**src/rtl/pdp8_pkg.sv**
```systemverilog
// Shared PDP-8 widths and the enumerated types used by the memory arbiter.
package pdp8_pkg;

  localparam int ADDR_WIDTH = 12;
  localparam int DATA_WIDTH = 12;

  // EXEC slot payload layout: {is_wr, addr, wdata}
  localparam int EXEC_PAYLOAD_W = 1 + ADDR_WIDTH + DATA_WIDTH;

  typedef enum logic [1:0] {
    IDLE,
    ISSUE,
    WAIT,
    RESP
  } arb_state_t;

  typedef enum logic {
    REQ_IFU,
    REQ_EXEC
  } requester_t;

endpackage

```
**src/rtl/req_slot.sv**
```systemverilog
// One-entry request holding register. A load while the slot is occupied is
// refused and flagged through ovf, unless the slot is being cleared in the
// same cycle, in which case the new request replaces the old one.
module req_slot #(
  parameter int WIDTH = 12
) (
  input  logic             clk,
  input  logic             reset_n,
  input  logic             load,
  input  logic             clear,
  input  logic [WIDTH-1:0] din,
  output logic             valid,
  output logic [WIDTH-1:0] dout,
  output logic             ovf
);

  assign ovf = load && valid && !clear;

  // Accept a new request when empty or being freed, otherwise drop it on clear.
  always_ff @(posedge clk or negedge reset_n) begin
    if (!reset_n) begin
      valid <= 1'b0;
      dout  <= '0;
    end else if (load && (!valid || clear)) begin
      valid <= 1'b1;
      dout  <= din;
    end else if (clear) begin
      valid <= 1'b0;
    end
  end

endmodule

```
**src/rtl/mem_arbiter.sv**
```systemverilog
// Round-robin arbiter sharing the single PDP-8 memory port between the
// instruction fetch unit and the execute unit. Each requester owns one
// holding slot; a four-state FSM issues the winner's access, waits out the
// fixed read latency and returns data or a write acknowledge.
module mem_arbiter
  import pdp8_pkg::*;
#(
  parameter int RD_LAT = 1
) (
  input  logic                  clk,
  input  logic                  reset_n,
  input  logic                  ifu_rd_req,
  input  logic [ADDR_WIDTH-1:0] ifu_rd_addr,
  output logic [DATA_WIDTH-1:0] ifu_rd_data,
  output logic                  ifu_rd_valid,
  input  logic                  exec_rd_req,
  input  logic [ADDR_WIDTH-1:0] exec_rd_addr,
  output logic [DATA_WIDTH-1:0] exec_rd_data,
  output logic                  exec_rd_valid,
  input  logic                  exec_wr_req,
  input  logic [ADDR_WIDTH-1:0] exec_wr_addr,
  input  logic [DATA_WIDTH-1:0] exec_wr_data,
  output logic                  exec_wr_ack,
  output logic                  mem_rd_req,
  output logic                  mem_wr_req,
  output logic [ADDR_WIDTH-1:0] mem_addr,
  output logic [DATA_WIDTH-1:0] mem_wdata,
  input  logic [DATA_WIDTH-1:0] mem_rd_data,
  output logic                  ovf_err
);

  localparam logic [2:0] LAT_INIT = 3'(RD_LAT);

  arb_state_t state, next_state;
  requester_t last_grant, grant_sel;
  logic       grant_en;
  logic       capture;
  logic [2:0] lat_cnt;

  logic                      ifu_valid, ifu_ovf, ifu_clear;
  logic [ADDR_WIDTH-1:0]     ifu_addr_q;
  logic                      exec_valid, exec_ovf, exec_clear, exec_load;
  logic [EXEC_PAYLOAD_W-1:0] exec_din, exec_q;
  logic                      exec_is_wr;
  logic [ADDR_WIDTH-1:0]     exec_addr_q;
  logic [DATA_WIDTH-1:0]     exec_wdata_q;

  // A simultaneous read and write from EXEC keeps the write; the read is lost.
  assign exec_load = exec_rd_req || exec_wr_req;
  assign exec_din  = exec_wr_req ? {1'b1, exec_wr_addr, exec_wr_data}
                                 : {1'b0, exec_rd_addr, {DATA_WIDTH{1'b0}}};

  assign exec_is_wr   = exec_q[EXEC_PAYLOAD_W-1];
  assign exec_addr_q  = exec_q[DATA_WIDTH +: ADDR_WIDTH];
  assign exec_wdata_q = exec_q[DATA_WIDTH-1:0];

  // Slots are freed in the response cycle of the transaction they fed.
  assign ifu_clear  = (state == RESP) && (last_grant == REQ_IFU);
  assign exec_clear = (state == RESP) && (last_grant == REQ_EXEC);

  req_slot #(.WIDTH(ADDR_WIDTH)) u_ifu_slot (
    .clk     (clk),
    .reset_n (reset_n),
    .load    (ifu_rd_req),
    .clear   (ifu_clear),
    .din     (ifu_rd_addr),
    .valid   (ifu_valid),
    .dout    (ifu_addr_q),
    .ovf     (ifu_ovf)
  );

  req_slot #(.WIDTH(EXEC_PAYLOAD_W)) u_exec_slot (
    .clk     (clk),
    .reset_n (reset_n),
    .load    (exec_load),
    .clear   (exec_clear),
    .din     (exec_din),
    .valid   (exec_valid),
    .dout    (exec_q),
    .ovf     (exec_ovf)
  );

  // FSM state and the current grant owner; last_grant doubles as the winner.
  always_ff @(posedge clk or negedge reset_n) begin
    if (!reset_n) begin
      state      <= IDLE;
      last_grant <= REQ_EXEC;
    end else begin
      state <= next_state;
      if (grant_en) last_grant <= grant_sel;
    end
  end

  // Next-state decode, arbitration and the one-cycle strobes/pulses.
  always_comb begin
    next_state    = state;
    grant_en      = 1'b0;
    grant_sel     = last_grant;
    capture       = 1'b0;
    mem_rd_req    = 1'b0;
    mem_wr_req    = 1'b0;
    ifu_rd_valid  = 1'b0;
    exec_rd_valid = 1'b0;
    exec_wr_ack   = 1'b0;
    case (state)
      IDLE: begin
        if (ifu_valid || exec_valid) begin
          grant_en   = 1'b1;
          next_state = ISSUE;
          if (ifu_valid && exec_valid)
            grant_sel = (last_grant == REQ_IFU) ? REQ_EXEC : REQ_IFU;
          else if (ifu_valid)
            grant_sel = REQ_IFU;
          else
            grant_sel = REQ_EXEC;
        end
      end
      ISSUE: begin
        if ((last_grant == REQ_EXEC) && exec_is_wr) begin
          mem_wr_req = 1'b1;
          next_state = RESP;
        end else begin
          mem_rd_req = 1'b1;
          next_state = WAIT;
        end
      end
      WAIT: begin
        if (lat_cnt == 3'd1) begin
          capture    = 1'b1;
          next_state = RESP;
        end
      end
      RESP: begin
        if (last_grant == REQ_IFU) ifu_rd_valid = 1'b1;
        else if (exec_is_wr)       exec_wr_ack  = 1'b1;
        else                       exec_rd_valid = 1'b1;
        next_state = IDLE;
      end
      default: next_state = IDLE;
    endcase
  end

  // Latency counter: loaded when a read is issued, counts down while waiting.
  always_ff @(posedge clk or negedge reset_n) begin
    if (!reset_n) begin
      lat_cnt <= '0;
    end else if (mem_rd_req) begin
      lat_cnt <= LAT_INIT;
    end else if (state == WAIT) begin
      lat_cnt <= lat_cnt - 3'd1;
    end
  end

  // Memory address/data are latched on grant so they hold between accesses.
  always_ff @(posedge clk or negedge reset_n) begin
    if (!reset_n) begin
      mem_addr  <= '0;
      mem_wdata <= '0;
    end else if (grant_en) begin
      if (grant_sel == REQ_IFU) begin
        mem_addr <= ifu_addr_q;
      end else begin
        mem_addr  <= exec_addr_q;
        mem_wdata <= exec_wdata_q;
      end
    end
  end

  // Read data is captured for the winner and held until its next read.
  always_ff @(posedge clk or negedge reset_n) begin
    if (!reset_n) begin
      ifu_rd_data  <= '0;
      exec_rd_data <= '0;
    end else if (capture) begin
      if (last_grant == REQ_IFU) ifu_rd_data  <= mem_rd_data;
      else                       exec_rd_data <= mem_rd_data;
    end
  end

  // Sticky flag for any dropped request; only reset clears it.
  always_ff @(posedge clk or negedge reset_n) begin
    if (!reset_n) begin
      ovf_err <= 1'b0;
    end else if (ifu_ovf || exec_ovf || (exec_rd_req && exec_wr_req)) begin
      ovf_err <= 1'b1;
    end
  end

endmodule

```
**config.mk**
```make
export PLATFORM = sky130hd
export DESIGN_NAME = mem_arbiter
export DESIGN_NICKNAME = d
export VERILOG_FILES = /design/src/rtl/pdp8_pkg.sv /design/src/rtl/req_slot.sv /design/src/rtl/mem_arbiter.sv
export SDC_FILE = /design/constraint.sdc
export NUM_CORES = 1
export LEC_CHECK = 0
export CORE_MARGIN = 2
export CORE_UTILIZATION = 45
export DETAILED_ROUTE_END_ITERATION = 10
export GPL_ROUTABILITY_DRIVEN = 0
export PLACE_DENSITY = 0.8
export SKIP_CTS_REPAIR_TIMING = 1
export SYNTH_ARGS = -nofsm -noshare
export SYNTH_HDL_FRONTEND = slang
export SYNTH_HIERARCHICAL = 1
export SYNTH_SLANG_ARGS = --single-unit
```
**constraint.sdc**
```tcl
create_clock -name clk -period 2.13 [get_ports clk]
set_input_delay 0.3195 -clock clk [delete_from_list [all_inputs] [get_ports clk]]
set_output_delay 0.3195 -clock clk [all_outputs]
set_load 0.03 [all_outputs]
```
==> run_results.csv <==
group,metric,value,unit
outcome,status,"completed",
clock_network,clock_latency,0.35,ns
logic_synthesis,synth_top_area_cell,"dfrtp_1",
logic_synthesis,synth_nets,383,
sta,fmax,0.526,GHz
grt,grt_util_all_layers,17.6,%
logic_synthesis,ys_seq_area_share,53.0,%
place,place_ws,0.191,ns
cells_and_area,drive_gt1_share,28.9,%
routing,wl_met3,369,µm
cells_and_area,fin_nets,507,
routing,wl_met1,3.97,mm
routing,via_per_inst,4.97,
cells_and_area,layout_common_cells,"112 x clkdlybuf4s50_1, 93 x dfrtp_1, 46 x mux2_2",
routing,drtIter0Drc,58,
critical_path,worstRegToRegCells,4,
place,post-place-cells,556,
place,dpl.hpwl,6.73,mm
critical_path,cp_max_fo,5,
routing,detail-route-antenna-nets,0,
worst_hold_path,hp-start,"mem_wdata[3]",
critical_path,crit_type,"reg -> out",
sta,tightest_slew,1.05,ns
grt,grt_max_degree,50,
pwr,peakVddDrop,784,µV
clock_network,cts_root_buffer,"clkbuf_8",
critical_path,slowest_stage,"dfrtp_1",
worst_hold_path,hold_depth,1,
critical_path,rr_startpoint,"state[0]",
floorplanning,num_rows,36,
grt,first_global_vias,2965,
sta,hold-worst-slack,0.488,ns
floorplanning,die_w,103,µm
routing,wl_per_cell,15.6,µm
grt,grt_first_pass_wirelength,14.5,mm
logic_synthesis,syn_inst,311,
pwr,p_leak,2.74,nW
floorplanning,die_h,103,µm
critical_path,path_cells,"ha_1, and2_1, nor2b_1, dlymetal6s2s_1",
worst_hold_path,worstHoldPathType,"reg -> reg",
logic_synthesis,synth.area.top_cells,"dfrtp_1 52%, mux2_2 12%, mux2_4 10%",
cells_and_area,finalNonFillerCells,573,
routing,remaining_drc_errors,0,
place,port_buffers,118,
clock_network,clockBufferDepth,2,
critical_path,r2r_end,"exec_rd_data[3]",
cells_and_area,mostFrequentLayoutCell,"clkdlybuf4s50_1",
critical_path,slowest_delay,0.41,ns
pwr,pwr_density_cell,1510,nW/µm²
logic_synthesis,yosysWarnings,6,
sta,rsz0062_at_grt,"no",
routing,top_layer_used,"met4",
routing,met2_length,4.48,mm
clock_network,numCtsBuffers,9,
routing,wl,8.96,mm
sta,setup_violations,0,
logic_synthesis,yosysTopAreaCellShare,52.4,%
sta,report.final.slew_viol_count,0,
critical_path,arrival,1.58,ns
floorplanning,die_area,10700,µm²
clock_network,clkSlewWorstSetupHoldPaths,0.09,ns
cells_and_area,postLayoutCoreUtil,62.0,%
cells_and_area,nFillCells,763,
cells_and_area,diodes,0,
clock_network,htreeDepth,3,
logic_synthesis,syn_area_per_cell,14.3,µm²
worst_hold_path,whs_endpoint,"mem_wdata[3]",
critical_path,critPathCaptureType,"output port",
floorplanning,ios,119,
sta,finClkSkew,0.00796,ns
sta,period_share,89.3,%
sta,fin_ws,0.227,ns
flow_run,max_cap_violations,0,
sta,min_period,1.90,ns
logic_synthesis,synthesis.area,4440,µm²
grt,antenna_found_initial,0,
clock_network,cts_sinks,94,
floorplanning,initial_utilization,45.8,%
logic_synthesis,synthDistinctLibCells,37,
routing,dr.pass1.iters,4,
routing,vias,2848,
grt,overflow,0,
critical_path,rrSetupSlack,0.25,ns
clock_network,tritoncts,"built",
cells_and_area,syn_to_final_growth,35.2,%
critical_path,start_kind,"register",
critical_path,crit_required,1.81,ns
logic_synthesis,ys_seq_elements,94,
floorplanning,coreArea,9680,µm²
sta,slew_headroom,30.2,%
sta,final-hold-violation-count,0,
worst max path at each step:
stage | startpoint | endpoint | slack [ns] | cells after the start
after detailed placement | exec_wr_req | u_exec_slot/dout[5] | 0.19 | 5
final | state[1] | exec_rd_valid | 0.23 | 4
after CTS | state[1] | exec_rd_valid | -0.18 | 4
after global routing | state[0] | exec_rd_data[7] | 0.04 | 4
after floorplan | state[1] | u_ifu_slot/dout[0] | 0.21 | 6
after global placement | exec_wr_req | u_exec_slot/dout[8] | 0.23 | 5
metrics by stage:
| step | total power [mW] | cell area (µm²) | setup TNS [ns] |
|---|---|---|---|
| finish | 9.06 | 6000 | 0 |
| global route | 9.63 | 6000 | 0 |
| global placement | 7.66 | 5760 | 0 |
| CTS | 9.16 | 5980 | -0.477 |
| floorplan | 6.31 | 4440 | 0 |
| detailed placement | 7.84 | 5760 | 0 |
flip-flops by register name (all words and copies together) (netlist names), named ones only:
signal             count
exec_rd_data          12
mem_wdata             12
mem_addr              12
u_exec_slot/valid      1
lat_cnt                3
state                  2
ifu_rd_data           12
u_exec_slot/dout      25
ovf_err                1
u_ifu_slot/dout       12
u_ifu_slot/valid       1
per-layer routing:
metal / vias to the layer above / global-route usage [%]
met3: 12 / 3.09
met2: 81 / 29.4
met4: 0 / 5.87
met5: - / 0
li1: 1346 / -
met1: 1409 / 23.3
cells by family (layout without fill, tap and decap cells):
kind of cell	after synthesis	after routing	share of synthesized area [%]
xor gates and xnor gates	2	2	0.395
AOI/OAI and AO/OA	33	33	7.92
adders and majority gates	7	7	1.97
DFF	94	94	53.0
muxes	86	86	24.4
buffers and inverters	39	168	5.33
and+or+nand+nor	50	50	6.99
worst max-delay path, delay by kind of cell (launching register included):
kind                     cells  cell delay [ns]
buffers and inverters        1             0.31
adder cells (fa/ha/maj)      1             0.20
flip-flops                   1             0.41
AND/OR/NAND/NOR              2             0.31
cells in the mapped netlist:
cell type and instances:
dfrtp_1 93, mux2_2 46, mux2_4 30, inv_1 20, nand2_1 16, and2_1 13, o2111ai_1 12, mux2_1 10
o311ai_2 9, ha_1 7, buf_2 6, nor2_1 6, clkbuf_1 4, and3_1 3, buf_12 3, buf_4 3
buf_6 3, nand2b_4 3, o311ai_0 3, a21oi_2 2, nand2_4 2, nor2b_1 2, a2111o_1 1, a211oi_1 1
a21boi_0 1, a221oi_1 1, a22oi_1 1, a2bb2oi_1 1, dfstp_2 1, nand2b_1 1, nand4b_2 1, nor3_1 1
nor3b_4 1, o21ai_1 1, or2_2 1, xnor2_1 1, xor2_1 1
power breakdown:
part,leakage [nW],total (mW),internal [mW],switching (mW)
Clock,0.107,1.30,0.670,0.633
Combinational,1.50,4.58,2.33,2.25
Sequential,1.14,3.18,2.65,0.531
final cells by class:
class | count | area [µm²] | share of cell area [%]
well taps | 133 | 166 | 2.77
inverters | 20 | 75.1 | 1.25
clock inverters | 6 | 93.8 | 1.56
clock buffers | 10 | 128 | 2.13
flip-flops and latches | 94 | 2350 | 39.2
multi-input cells | 178 | 1850 | 30.9
repair buffers | 132 | 1330 | 22.2
No activity file was read; power rests on OpenSTA's default activity.
